File: src/rtl/uart_pkg.sv
// Shared constants for the UART receive buffer: port addresses, word layouts, capture FSM states.
package uart_pkg;

    localparam logic [15:0] UART_DATA_ADDR = 16'h0000;
    localparam logic [15:0] UART_STAT_ADDR = 16'h0001;

    // FIFO entry is {ovf, ferr, perr, byte}; the data word exposes it unchanged in [10:0]
    localparam int unsigned ENTRY_W       = 11;
    localparam int unsigned DATA_PERR_BIT = 8;
    localparam int unsigned DATA_FERR_BIT = 9;
    localparam int unsigned DATA_OVF_BIT  = 10;

    localparam int unsigned STAT_EMPTY_BIT = 0;
    localparam int unsigned STAT_FULL_BIT  = 1;
    localparam int unsigned STAT_CNT_LSB   = 4;
    localparam int unsigned STAT_CNT_W     = 4;

    typedef enum logic [1:0] {
        StIdle    = 2'd0,
        StAck     = 2'd1,
        StWaitClr = 2'd2
    } cap_state_e;

endpackage

File: src/rtl/uart_sync_fifo.sv
// Synchronous FIFO with occupancy count; push ignored when full, pop ignored when empty.
module uart_sync_fifo #(
    parameter int unsigned DEPTH = 8,
    parameter int unsigned AW    = 3,
    parameter int unsigned WIDTH = 11
) (
    input  logic             i_clk,
    input  logic             i_rst,
    input  logic             i_push,
    input  logic [WIDTH-1:0] i_wr_data,
    input  logic             i_pop,
    output logic [WIDTH-1:0] o_rd_data,
    output logic             o_full,
    output logic             o_empty,
    output logic [AW:0]      o_count
);

    logic [WIDTH-1:0] r_mem [DEPTH];
    logic [AW-1:0]    r_wr_ptr;
    logic [AW-1:0]    r_rd_ptr;
    logic [AW:0]      r_count;
    logic             w_push;
    logic             w_pop;

    assign o_full    = (r_count == (AW+1)'(DEPTH));
    assign o_empty   = (r_count == '0);
    assign o_count   = r_count;
    assign o_rd_data = r_mem[r_rd_ptr];
    assign w_push    = i_push & ~o_full;
    assign w_pop     = i_pop & ~o_empty;

    always_ff @(posedge i_clk) begin
        if (i_rst) begin
            r_wr_ptr <= '0;
            r_rd_ptr <= '0;
            r_count  <= '0;
        end else begin
            if (w_push) begin
                r_wr_ptr <= r_wr_ptr + AW'(1);
            end
            if (w_pop) begin
                r_rd_ptr <= r_rd_ptr + AW'(1);
            end
            case ({w_push, w_pop})
                2'b10:   r_count <= r_count + (AW+1)'(1);
                2'b01:   r_count <= r_count - (AW+1)'(1);
                default: r_count <= r_count;
            endcase
        end
    end

    // Storage needs no reset: stale entries are unreachable once the pointers clear
    always_ff @(posedge i_clk) begin
        if (w_push && !i_rst) begin
            r_mem[r_wr_ptr] <= i_wr_data;
        end
    end

endmodule

File: src/rtl/uart_rx_buffer.sv
// UART receive buffer: captures engine bytes into a FIFO, acks the engine, serves the read port.
module uart_rx_buffer
    import uart_pkg::*;
#(
    parameter int unsigned DEPTH     = 8,
    parameter int unsigned AW        = 3,
    parameter logic [15:0] DATA_ADDR = UART_DATA_ADDR,
    parameter logic [15:0] STAT_ADDR = UART_STAT_ADDR
) (
    input  logic        clk,
    input  logic        rst,
    input  logic        rx_rdy,
    input  logic [7:0]  rx_data,
    input  logic        rx_perr,
    input  logic        rx_ferr,
    input  logic        rx_ovf,
    output logic        reads0,
    input  logic [15:0] port_id,
    input  logic        read_strobe,
    output logic [15:0] in_port,
    output logic        interrupt,
    input  logic        interrupt_ack
);

    cap_state_e           r_state;
    cap_state_e           w_state_next;
    logic                 w_push;
    logic                 w_pop;
    logic                 w_full;
    logic                 w_empty;
    logic [AW:0]          w_count;
    logic [ENTRY_W-1:0]   w_wr_data;
    logic [ENTRY_W-1:0]   w_rd_data;
    logic                 r_interrupt;

    assign w_wr_data = {rx_ovf, rx_ferr, rx_perr, rx_data};
    assign w_pop     = read_strobe && (port_id == DATA_ADDR) && !w_empty;
    assign reads0    = (r_state == StAck);
    assign interrupt = r_interrupt;

    uart_sync_fifo #(
        .DEPTH (DEPTH),
        .AW    (AW),
        .WIDTH (ENTRY_W)
    ) u_fifo (
        .i_clk     (clk),
        .i_rst     (rst),
        .i_push    (w_push),
        .i_wr_data (w_wr_data),
        .i_pop     (w_pop),
        .o_rd_data (w_rd_data),
        .o_full    (w_full),
        .o_empty   (w_empty),
        .o_count   (w_count)
    );

    always_ff @(posedge clk) begin
        if (rst) begin
            r_state <= StIdle;
        end else begin
            r_state <= w_state_next;
        end
    end

    // Push is gated on the pre-pop full flag, so a full FIFO takes one extra cycle after a pop
    always_comb begin
        w_state_next = r_state;
        w_push       = 1'b0;
        case (r_state)
            StIdle: begin
                if (rx_rdy && !w_full) begin
                    w_push       = 1'b1;
                    w_state_next = StAck;
                end
            end
            StAck: begin
                w_state_next = StWaitClr;
            end
            StWaitClr: begin
                if (!rx_rdy) begin
                    w_state_next = StIdle;
                end
            end
            default: begin
                w_state_next = StIdle;
            end
        endcase
    end

    always_comb begin
        in_port = '0;
        if (port_id == DATA_ADDR) begin
            if (!w_empty) begin
                in_port[ENTRY_W-1:0] = w_rd_data;
            end
        end else if (port_id == STAT_ADDR) begin
            in_port[STAT_CNT_LSB +: STAT_CNT_W] = STAT_CNT_W'(w_count);
            in_port[STAT_FULL_BIT]              = w_full;
            in_port[STAT_EMPTY_BIT]             = w_empty;
        end
    end

    // A push in the same cycle as an ack wins, so no arrival is ever lost
    always_ff @(posedge clk) begin
        if (rst) begin
            r_interrupt <= 1'b0;
        end else if (w_push) begin
            r_interrupt <= 1'b1;
        end else if (interrupt_ack) begin
            r_interrupt <= 1'b0;
        end
    end

endmodule
File: config.mk
export PLATFORM = sky130hd
export DESIGN_NAME = uart_rx_buffer
export DESIGN_NICKNAME = d
export VERILOG_FILES = /design/src/rtl/uart_pkg.sv /design/src/rtl/uart_sync_fifo.sv /design/src/rtl/uart_rx_buffer.sv
export SDC_FILE = /design/constraint.sdc
export NUM_CORES = 1
export LEC_CHECK = 0
export ABC_AREA = 1
export BUFFER_PORTS_ARGS = -buffer_cell sky130_fd_sc_hd__buf_2
export CAP_MARGIN = 20
export CORE_ASPECT_RATIO = 0.75
export CORE_MARGIN = 5
export CORE_UTILIZATION = 40
export CTS_BUF_LIST = sky130_fd_sc_hd__clkbuf_8
export DETAILED_ROUTE_END_ITERATION = 8
export GPL_ROUTABILITY_DRIVEN = 0
export PLACE_DENSITY = 0.62
export SYNTH_ARGS = -nofsm -noshare
export SYNTH_HDL_FRONTEND = slang
export SYNTH_HIERARCHICAL = 1
export SYNTH_SLANG_ARGS = --single-unit
File: constraint.sdc
create_clock -name clk -period 3.1 [get_ports clk]
set_clock_uncertainty 0.05 [all_clocks]
set_input_delay 0.31 -clock clk [delete_from_list [all_inputs] [get_ports clk]]
set_output_delay 0.31 -clock clk [all_outputs]
set_load 0.02 [all_outputs]
==> After elaboration in Yosys (flattened, before gate mapping) <==
Memory sizes are Yosys's and may differ from the RTL's. A register that Yosys moved wholly into a read port is not among the register bits.
Index checks and enable logic that the tools add are counted.
{ "word_totals": {"ff_bits": 13, "latchBits": 0, "ram_bits": 88, "rom_bits": 0, "output_inout_bits": 18, "elab_cells": 54, "memories": 1} }
{ "memory_table": {"columns": ["memory", "depth", "width", "rd", "rd_clocked_by_memory_dff", "write_ports", "line", "text"], "rows": [
  ["u_fifo.r_mem", 8, 11, 1, 1, 1, "uart_sync_fifo.sv:18", "logic [WIDTH-1:0] r_mem [DEPTH];"]
]} }
{ "classes": {"addsub": 4, "mul": 0, "div_mod_pow": 0, "magnitude_cmp": 0, "eq_ne": 8, "n_shift": 0, "muxes": 19, "bitwise": 4, "n_reduce_logical": 13} }
{ "ops": {"columns": ["op", "n"], "rows": [
  ["$eq A16 B1 Y1 const B", 1],
  ["$logic_not A16 Y1", 1],
  ["$mux W11", 1],
  ["$mux W2", 5],
  ["$mux W3", 3],
  ["$mux W4", 2],
  ["$pmux W4 S2", 1],
  ["$add A3 B1 Y3 const B", 2],
  ["$mux W1", 6],
  ["$pmux W2 S3", 1],
  ["$add A4 B1 Y4 const B", 1],
  ["$eq A2 B1 Y1 const B", 2],
  ["$eq A2 B2 Y1 const B", 2],
  ["$eq A4 B4 Y1 const B", 1],
  ["$logic_and A1 B1 Y1", 4],
  ["$logic_not A4 Y1", 1],
  ["$ne A2 B2 Y1 const B", 2],
  ["$reduce_bool A2 Y1", 2],
  ["$sub A4 B1 Y4 const B", 1],
  ["$logic_not A1 Y1", 3],
  ["$and A1 B1 Y1", 2],
  ["$logic_not A2 Y1", 1],
  ["$not A1 Y1", 2],
  ["$reduce_and A2 Y1", 1]
]} }

==> Logic depth before layout (Yosys ltp) <==
Gate-level depths: netlist (run 1).
{ "logic_depth": {"word_depth": 9, "depth_mapped": 17} }

==> Hierarchy <==
Netlist (run 1), hierarchy kept.
{ "by_module_without_submodules": {"columns": ["module", "instances", "cells_per_inst", "area_each_um2", "seq_area_each_um2"], "rows": [
  ["uart_sync_fifo", 1, 393, 4244.1, 2902.8],
  ["uart_rx_buffer", 1, 77, 459.2, 60.1]
]} }

==> Worst setup path before layout (run 1) <==
No wires, ideal clock.
{ "synth_timing": {"path_kind": "reg2reg", "start": "reg u_fifo.r_count[3], in the netlist u_fifo/o_count[3]", "end": "reg u_fifo.r_count[2], in the netlist u_fifo/o_count[2]", "setup_ps": 115, "arrival_ps": 2122, "slack_ps": 813, "stages_incl_launch_ff": 15, "cell_sequence": "dfxtp_1 inv_1 nand3_1 inv_1 inv_1 nand3_4 nor2_2 nand2_2 inv_1 ha_1 inv_1 fa_1 xnor2_1 o21ai_0 inv_1"} }
{ "synth_lines": {"columns": ["element", "line", "text"], "rows": [
  ["start, declared", "uart_sync_fifo.sv:21", "logic [AW:0] r_count;"],
  ["start signal, assigned", "uart_sync_fifo.sv:45", "2'b10: r_count <= r_count + (AW+1)'(1);"],
  ["start signal, assigned", "uart_sync_fifo.sv:46", "2'b01: r_count <= r_count - (AW+1)'(1);"],
  ["start signal, assigned", "uart_sync_fifo.sv:47", "default: r_count <= r_count;"],
  ["$logic_not A4 Y1 *", "uart_sync_fifo.sv:26", "assign o_empty = (r_count == '0);"],
  ["via w_empty", "uart_rx_buffer.sv:30", "logic w_empty;"],
  ["$logic_not A1 Y1 *", null, null],
  ["$logic_and A1 B1 Y1 *", "uart_rx_buffer.sv:37", "assign w_pop = read_strobe && (port_id == DATA_ADDR) && !w_empty;"],
  ["via w_pop", "uart_rx_buffer.sv:28", "logic w_pop;"],
  ["$and A1 B1 Y1 *", "uart_sync_fifo.sv:30", "assign w_pop = i_pop & ~o_empty;"],
  ["via u_fifo.w_pop", "uart_sync_fifo.sv:23", "logic w_pop;"],
  ["$eq A2 B1 Y1 / $eq A2 B2 Y1 (equally long branches)", "uart_sync_fifo.sv:44", "case ({w_push, w_pop})"],
  ["$pmux W4 S2 / $reduce_bool A2 Y1 (equally long branches)", null, null]
]} }
Mark *: on every way through the listed nets, which the timed path passes. The rest lies on a longest branch.
A chain may end at the register's enable or synchronous reset.

==> results of run 1 <==
[layer usage]
| metal | vias to the layer above | routed length [um] | share of wire, % |
|---|---|---|---|
| met4 | 0 | 184 | 1.8 |
| met1 | 1507 | 4413 | 43 |
| met5 | - | 0 | 0 |
| met3 | 16 | 749 | 7.4 |
| met2 | 86 | 4811 | 47 |
| li1 | 1641 | - | - |
[through the flow]
stage,area [um^2],hold slack [ns],setup slack (ns),cells
finish,5288,0.1414,0.3448,687
global route,5288,0.1343,0.1671,687
CTS,5288,0.1201,0.3284,687
detailed placement,5074,0.4069,0.4646,672
global placement,5074,0.4062,0.5666,672
floorplan,4718,0.3291,0.8126,474
[worst min-delay path by stage]
stage | start | end | slack, ns
CTS | interrupt_ack | interrupt | 0.12
detailed placement | interrupt | interrupt | 0.41
finish | interrupt_ack | interrupt | 0.14
global placement | interrupt | interrupt | 0.41
global route | rx_perr | u_fifo/r_mem[6][8] | 0.13
floorplan | rst | interrupt | 0.33
[area by class of cell]
| cell class | count | area (um^2) |
|---|---|---|
| fillers | 1050 | 6284 |
| flip-flops and latches | 104 | 2963 |
| multi-input cells | 316 | 1451 |
| repair buffers | 57 | 330.3 |
| well taps | 162 | 202.7 |
| inverters | 33 | 126.4 |
| clock buffers | 9 | 123.9 |
| clock inverters | 6 | 90.09 |
[sequential cells by signal, indices dropped and copies added (netlist names), named ones only]
signal	flops
u_fifo/r_wr_ptr	3
u_fifo/o_count	4
u_fifo/r_mem	88
r_state	2
interrupt	1
u_fifo/r_rd_ptr	3
[cells by family after synthesis]
kind of cell	share of synthesized area, %
xor gates and xnor gates	0.3725
AOI/OAI and AO/OA	6.278
adders and majority gates	1.756
and+or+nand+nor	22.05
buffers and inverters	6.464
DFF	63.00
other	0.07973
[cells in the mapped netlist]
master,count,area [um^2]
xor2_1,1,8.760
nand2_2,3,18.77
buf_1,1,3.750
a21oi_1,9,45.04
clkbuf_1,1,3.750
ha_1,5,62.56
clkinv_1,1,3.750
inv_4,1,6.260
fa_1,1,20.02
o21ai_1,43,215.2
edfxtp_1,88,2643
inv_2,2,7.510
nor2_2,8,50.05
nand3_2,2,20.02
nand3b_1,6,45.04
nand3_4,1,17.52
nand3_1,16,80.08
buf_4,5,37.54
nor2_1,116,435.4
inv_1,29,108.9
conb_1,1,3.750
dfxtp_1,16,320.3
or2_1,1,6.260
nor2_4,3,33.78
xnor2_1,1,8.760
nand2_1,88,330.3
buf_6,10,112.6
o21ai_0,7,35.03
buf_2,4,20.02
[worst max-delay path, delay by kind of cell (launching register included)]
family | cells | cell delay, ns
flops | 1 | 0.75
buf+inv | 2 | 0.51
compound gates | 1 | 0.23
simple gates | 6 | 0.51
[power breakdown]
part / internal, mW / switching [mW]
Clock: 0.454 / 0.444
Combinational: 0.0762 / 0.154
Sequential: 1.55 / 0.0220
Total: 2.09 / 0.620
==> metrics.txt, run 1 <==
setup TNS=0 ns; Top Usage Layer GRT=met2; P&R area growth vs syn=12.42%; CTS root buffer=clkbuf_8; Max FO, Critical Path=44; Crit-path slowest cell=dfxtp_1; share of layout cells above drive strength 1=17.52%; total die area=0.01405 mm^2; Critical Path Sink=in_port[5]; n_diodes=0; Register-to-Register Path Depth=14; port bufs=44; vias per cell=about 4.7; Post-CTS Setup Repair Bufs=0; initial antenna violation count=0; run status=complete, no violations; cell area power density=511.6 mW/mm^2; Max-Cap Viols=0; TritonCTS clock tree=done; GRT overflow=0; CP Cell Sequence=inv_4, o21ai_1, nand2_1, nand2_1, nand2_1, nand2_1, nand3b_1, nand2_1, buf_2; #FFs+latches synth=104; CP Launch Type=flop; Netlist cell types=29; Total Power=2.705 mW; syn_area_per_cell=approximately 10 um^2; Worst-path clk slew=0.10 ns; most frequent cells in the layout=nor2_1 (116), nand2_1 (88), edfxtp_1 (88); worst vdd ir=about 0.00032 V; met2 Usage GRT=a little under a quarter; Worst-Skew Late Latency=0.36 ns; routed via count=approximately 3300; WL per Instance=14.79 um; DP HPWL=6.569 mm; Routed WL=10.16 mm; GRT Resource Usage Total=14.66%; Iteration-0 DRC Markers=222; vias in the first global route=3094; final hold vios=0; Seq/Total Area, Yosys=63.00%; fin util=45.70%; CTS H-Tree Depth=3; Reg2Reg Setup Slack=0.48 ns; Crit Path Category=reg2out; Max Clock Freq=362.9 MHz; DRC=0; M1 GR Usage=about a fifth; DR pass1 iterations=5; worst hold stages=4; TritonCTS Sinks=104; routing usage on met3=4.642%; first-pass GRT wire length=roughly 16 mm; CTS Hold Buffers Added=0; Rows=34; CP max stage delay=0.75 ns; Post-Syn Instances=470; Nets=between 500 and 600; hold crit path type=in2reg; Tightest Pin Transition=0.6581 ns; P_leak=2.135 nW; area of the core=0.01157 mm^2; Die Span X=135.2 um; CTS Buf Count=9; CP dominant cell by count=nand2_1; reg-to-reg startpoint=u_fifo/o_count[1]; starting density of the core=40.65%; Synth Warn #=6; Tmin final=2.755 ns; Die Y-Extent=slightly above 100 um; CP Data Required Time=2.74 ns; Reg2Reg Capture Point=u_fifo/o_count[2]; crit path capture type=primary output; most common cell after layout, fill and taps aside=nor2_1; CP arrival=between 2 and 2.5 ns; RSZ-0062 raised after global routing=false; Final ANT Viol Nets=0; Setup violations, final=0; relative slew slack=56.06%; Resized Gates After CTS=0; fin crit share=88.88%; Cell Area, Synth=0.004703 mm^2; Top Ports=50; largest net degree at the start of global routing=45; final max-slew violation count=0; clk buf depth=2
Note: power is estimated with default switching activity, not from simulation.
==> run 2, diff against run 1 <==
--- a/config.mk
+++ b/config.mk
@@ -7,7 +7,6 @@
 export LEC_CHECK = 0
 export ABC_AREA = 1
 export BUFFER_PORTS_ARGS = -buffer_cell sky130_fd_sc_hd__buf_2
-export CAP_MARGIN = 20
 export CORE_ASPECT_RATIO = 0.75
 export CORE_MARGIN = 5
 export CORE_UTILIZATION = 40
==> constraint.sdc (replaced) <==
create_clock -name clk -period 2.6 [get_ports clk]
set_clock_uncertainty 0.05 [all_clocks]
set_input_delay 0.26 -clock clk [delete_from_list [all_inputs] [get_ports clk]]
set_output_delay 0.26 -clock clk [all_outputs]
set_load 0.02 [all_outputs]
==> metrics.txt, run 2 (synthesis gave the netlist of run 1 again) <==
run status=complete, no violations; largest net degree at the start of global routing=45 (unchanged); most common cell after layout, fill and taps aside=nor2_1; CP Data Required Time=2.79 ns (+0.05 ns); hold_ws=0.1074 ns (-0.03405 ns); reg-to-reg startpoint=u_fifo/o_count[1]; worst hold stages=4 (unchanged); share of layout cells above drive strength 1=18.82% (+1.3 points); fin cells=688 (+0.15%); worst hold endpoint=interrupt; final setup margin=0.1964 ns (-0.1483 ns); n_diodes=0 (unchanged); Rows=34 (unchanged); Most flops, register=u_fifo/r_mem; most frequent cells in the layout=nor2_1 (116), nand2_1 (88), edfxtp_1 (88); Die Span X=135.2 um (unchanged); CP dominant cell by count=inv_1; CTS root buffer=clkbuf_8; max reg flops=88 (unchanged); WL per Instance=14.48 um (-2.1%); vias in the first global route=2925 (-5.5%); Nets=559 (unchanged); crit path launch=u_fifo/o_count[1]; Reg2Reg Setup Slack=0.20 ns (-0.28 ns); Int Power=2.689 mW (+29%); CTS H-Tree Depth=3 (unchanged); Total Power=3.430 mW (+27%); DRC=0 (unchanged); Crit Path Category=reg2reg; Final ANT Viol Nets=0 (unchanged); crit path capture type=flop; port bufs=44 (unchanged); final hold vios=0 (unchanged); hold crit path type=in2reg; fin crit share=roughly 92%; Hold Startpoint=interrupt_ack; TritonCTS Sinks=104 (unchanged); area of the core=0.01157 mm^2 (unchanged); CP Cell Sequence=nor2_1, nand3_2, inv_1, nor2_1, nand3_1, inv_1, nand2_2, ha_2, inv_1, fa_1, xnor2_1, o21ai_0, inv_1; RSZ-0062 raised after global routing=false; cell area power density=641.3 mW/mm^2 (+25%); Setup violations, final=0 (unchanged); Max FO, Critical Path=5 (-89%); total die area=0.01405 mm^2 (unchanged); Top Ports=50 (unchanged); clock power share=37.0% (+3.8 points); Crit-path slowest cell=fa_1; GRT overflow=0 (unchanged); P&R area growth vs syn=13.70%; DR pass1 iterations=4 (-1); Register-to-Register Path Depth=13 (-1); starting density of the core=40.65% (unchanged); CTS Hold Buffers Added=0 (unchanged); pre-CTS setup slack=0.09482 ns (-0.3698 ns); CP Launch Type=flop; TritonCTS clock tree=done; vias per cell=4.626 (-2.2%); worst vdd ir=0.0003394 V (+4.6%); Tmin final=2.404 ns; Psw=0.7410 mW (+20%); P_leak=2.159 nW (+1.1%); Iteration-0 DRC Markers=200 (-9.9%); Reg2Reg Capture Point=u_fifo/o_count[2]; CP max stage delay=0.38 ns (-0.37 ns); WP buf/inv=4 (+2); first-pass GRT wire length=16.00 mm (+1.4%); logic gate share of total power=8.1% (-0.4 points); Max Clock Freq=about 420 MHz; routed via count=3183 (-2.1%); Die Y-Extent=103.9 um (unchanged); CP arrival=2.60 ns (+0.20 ns); GRT Resource Usage Total=14.80% (+0.14 points); Post-Place Cells=672 (unchanged); CTS Buf Count=9 (unchanged); Worst-path clk slew=0.09 ns (about the same); Max-Cap Viols=0 (unchanged); crit-path leading delay family=simple AND/OR/NAND/NOR gates; Worst-Skew Late Latency=0.35 ns (about the same); final max-slew violation count=0 (unchanged); setup TNS=0 ns (unchanged); initial antenna violation count=0 (unchanged); DP HPWL=6.389 mm (-2.7%); Routed WL=9.962 mm (-1.9%); Sw Share=21.61% (-1.3 points); proportion of power drawn by flip-flops and latches=54.9% (-3.4 points); clk buf depth=2 (unchanged)
-- run 2: through the flow --
| stage | util (%) | area (um^2) |
|---|---|---|
| global placement | 43.85 | 5074 |
| finish | 46.22 | 5348 |
| CTS | 46.14 | 5339 |
| floorplan | - | 4718 |
| detailed placement | 43.85 | 5074 |
| global route | 46.22 | 5348 |
-- run 2: worst max path at each step --
stage                        endpoint  cells after the start  slack [ns]
CTS                 u_fifo/o_count[2]                     14        0.08
global route        u_fifo/o_count[2]                     14        0.01
detailed placement  u_fifo/o_count[2]                     14        0.09
finish              u_fifo/o_count[2]                     13        0.20
floorplan           u_fifo/o_count[2]                     14        0.31
global placement    u_fifo/o_count[2]                     14        0.21
-- run 2: metal layers --
metal  wire length [um]  global-route usage (%)
met1               4598                   20.65
met5                  0                       0
met2               4742                   23.19
met4                 95                   3.741
met3                524                   3.772
-- run 2: timing repair --
| item | 4_1_cts | 5_1_grt |
|---|---|---|
| gates resized for setup | 0 | 7 |
| setup endpoints to repair | 0 | 6 |
| setup buffers | 0 | 0 |
-- run 2: power groups by stage --
| stage | Clock, mW | Combinational (mW) | Sequential, mW |
|---|---|---|---|
| 2_1_floorplan | 0 | 0.182 | 1.92 |
| 3_3_place_gp | 0 | 0.263 | 1.91 |
| 3_5_place_dp | 0 | 0.274 | 1.92 |
| 4_1_cts | 1.29 | 0.275 | 1.88 |
| 5_1_grt | 1.38 | 0.314 | 1.89 |
| 6_report | 1.27 | 0.277 | 1.88 |
-- run 2: worst min-delay path: stages --
cell and delay (ns):
buf_2 0.07, inv_1 0.03, nand2_1 0.04, a21oi_1 0.06
-- run 2: cell type report --
class	instances	area (um^2)
clock buffers	9	123.9
clock inverters	7	141.4
fillers	1096	6223
inverters	33	126.4
multi-input cells	316	1454
flip-flops and latches	104	2969
well taps	162	202.7
repair buffers	57	330.3
==> run 3, diff against run 2 <==
--- a/config.mk
+++ b/config.mk
@@ -13,7 +13,6 @@
 export CTS_BUF_LIST = sky130_fd_sc_hd__clkbuf_8
 export DETAILED_ROUTE_END_ITERATION = 8
 export GPL_ROUTABILITY_DRIVEN = 0
-export PLACE_DENSITY = 0.62
 export SYNTH_ARGS = -nofsm -noshare
 export SYNTH_HDL_FRONTEND = slang
 export SYNTH_HIERARCHICAL = 1
==> metrics.txt, run 3 (synthesis gave the netlist of run 1 again) <==
final hold vios=0 (unchanged); Max Clock Freq=420.8 MHz (+1.2%); port bufs=44 (unchanged); metal2 WL=4.682 mm (-1.3%); Crit Path Category=reg2out; Final ANT Viol Nets=0 (unchanged); setup TNS=0 ns (unchanged); reg-to-reg startpoint=u_fifo/o_count[2]; CP Launch Type=flop; Die Y-Extent=103.9 um (unchanged); pre-CTS setup slack=0.1580 ns (+0.06315 ns); register area=0.002965 mm^2 (-0.13%); hold_ws=0.08686 ns (-0.02051 ns); Worst-path clk slew=0.09 ns (about the same); largest net degree at the start of global routing=45 (unchanged); Resized Gates After CTS=0 (unchanged); proportion of power drawn by flip-flops and latches=56.7% (+1.8 points); Worst-Skew Late Latency=0.37 ns (+0.02 ns); vias in the first global route=3134 (+7.1%); M1 wire length=4.675 mm (+1.7%); Rows=34 (unchanged); DR pass1 iterations=5 (+1); TritonCTS Sinks=104 (unchanged); uppermost routed layer=met4; starting density of the core=40.65% (unchanged); CP arrival=2.07 ns (-0.53 ns); Post-CTS Setup Repair Bufs=0 (unchanged); Iteration-0 DRC Markers=212 (+6.0%); logic gate share of total power=8.4% (+0.3 points); CP Data Required Time=2.29 ns (-0.50 ns); final max-slew violation count=0 (unchanged); RSZ-0062 raised after global routing=false; first-pass GRT wire length=16.38 mm (+2.4%); total die area=0.01405 mm^2 (unchanged); Max-Cap Viols=0 (unchanged); n_diodes=0 (unchanged); Tmin final=2.376 ns (-0.02733 ns); filler cell count=1128 (+2.9%); Post-Place Cells=676 (+0.60%); share of layout cells above drive strength 1=19.06% (+0.24 points); Hold Startpoint=interrupt_ack; area of the core=0.01157 mm^2 (unchanged); P&R area growth vs syn=13.59% (about the same); Max FO, Critical Path=16 (+11); DP HPWL=6.604 mm (+3.4%); routed via count=3255 (+2.3%); max reg flops=88 (unchanged); fin crit share=91.39% (-1.1 points); Int Power=2.581 mW (-4.0%); Nets=563 (+0.72%); hold crit path type=in2reg; CTS Hold Buffers Added=0 (unchanged); worst vdd ir=0.0004020 V (+18%); Setup violations, final=0 (unchanged); routed wl met3=728 um (+39%); GRT overflow=0 (unchanged); cell area power density=621.2 mW/mm^2 (-3.1%); Most flops, register=u_fifo/r_mem; CTS root buffer=clkbuf_8; fin cells=692 (+0.58%); CTS H-Tree Depth=3 (unchanged); CTS Buf Count=9 (unchanged); Die Span X=135.2 um (unchanged); clk buf depth=2 (unchanged); TritonCTS clock tree=done; P_leak=2.172 nW (+0.59%); Routed WL=10.21 mm (+2.5%); WL per Instance=14.75 um (+1.9%); final setup margin=0.2238 ns (+0.02733 ns); Psw=0.7373 mW (-0.50%); Multi-input gate area=0.001461 mm^2 (+0.52%); Sw Share=22.22% (+0.61 points); crit path capture type=primary output; fin util=46.17% (about the same); most frequent cells in the layout=nor2_1 (115), nand2_1 (88), edfxtp_1 (88); Register-to-Register Path Depth=14 (+1); run status=complete, no violations; DRC=0 (unchanged); vias per cell=4.704 (+1.7%); Reg2Reg Setup Slack=0.27 ns (+0.07 ns); Top Ports=50 (unchanged); worst hold stages=4 (unchanged); initial antenna violation count=0 (unchanged); most common cell after layout, fill and taps aside=nor2_1; clock power share=34.9% (-2.1 points); GRT Resource Usage Total=15.03% (+0.22 points)
-- run 3: cell types whose count changed in the layout (fill, tap and decap cells not counted), moves of 2 or more --
cell,change
dfxtp_2,-3
inv_6,-2
dfxtp_1,+3
buf_4,+4
-- run 3: final timing paths --
kind,to
setup / recovery,in_port[5]
hold / removal,interrupt
setup reg to reg,u_fifo/o_count[3]
hold reg to reg,interrupt
-- run 3: final cells by class --
class / instances / share of cell area (%)
clock buffer: 9 / 2.319
clock inverter: 7 / 2.084
inverter: 33 / 2.365
timing repair buffer: 61 / 6.581
sequential: 104 / 55.50
tap: 162 / 3.794
multi-input combinational: 316 / 27.35
-- run 3: power groups by stage --
stage	clock [mW]	sequential [mW]	combinational, mW
after floorplan	0	1.92	0.182
after global placement	0	1.91	0.266
after detailed placement	0	1.92	0.273
after CTS	1.18	1.88	0.274
after global routing	1.25	1.89	0.317
final	1.16	1.88	0.278
-- run 3: routing by layer --
metal / GRT usage [%] / vias to the layer above
met5: 0 / -
met3: 4.014 / 11
met1: 20.86 / 1518
met2: 23.01 / 74
met4: 4.820 / 0
li1: - / 1652
-- run 3: critical path, stage by stage, from the launching register on --
cell	delay, ns
dfxtp_1	0.45
buf_4	0.27
nor2_1	0.08
nor2_1	0.11
o21ai_1	0.07
nand2_1	0.10
nand2_1	0.05
nand2_1	0.12
nand2_1	0.07
nand3b_1	0.15
nand2_1	0.06
buf_2	0.16
-- run 3: stage by stage --
step                instance area, um^2  total power [mW]
detailed placement                 5091             2.191
CTS                                5326             3.338
global placement                   5091             2.180
global route                       5343             3.455
floorplan                          4718             2.097
finish                             5343             3.319
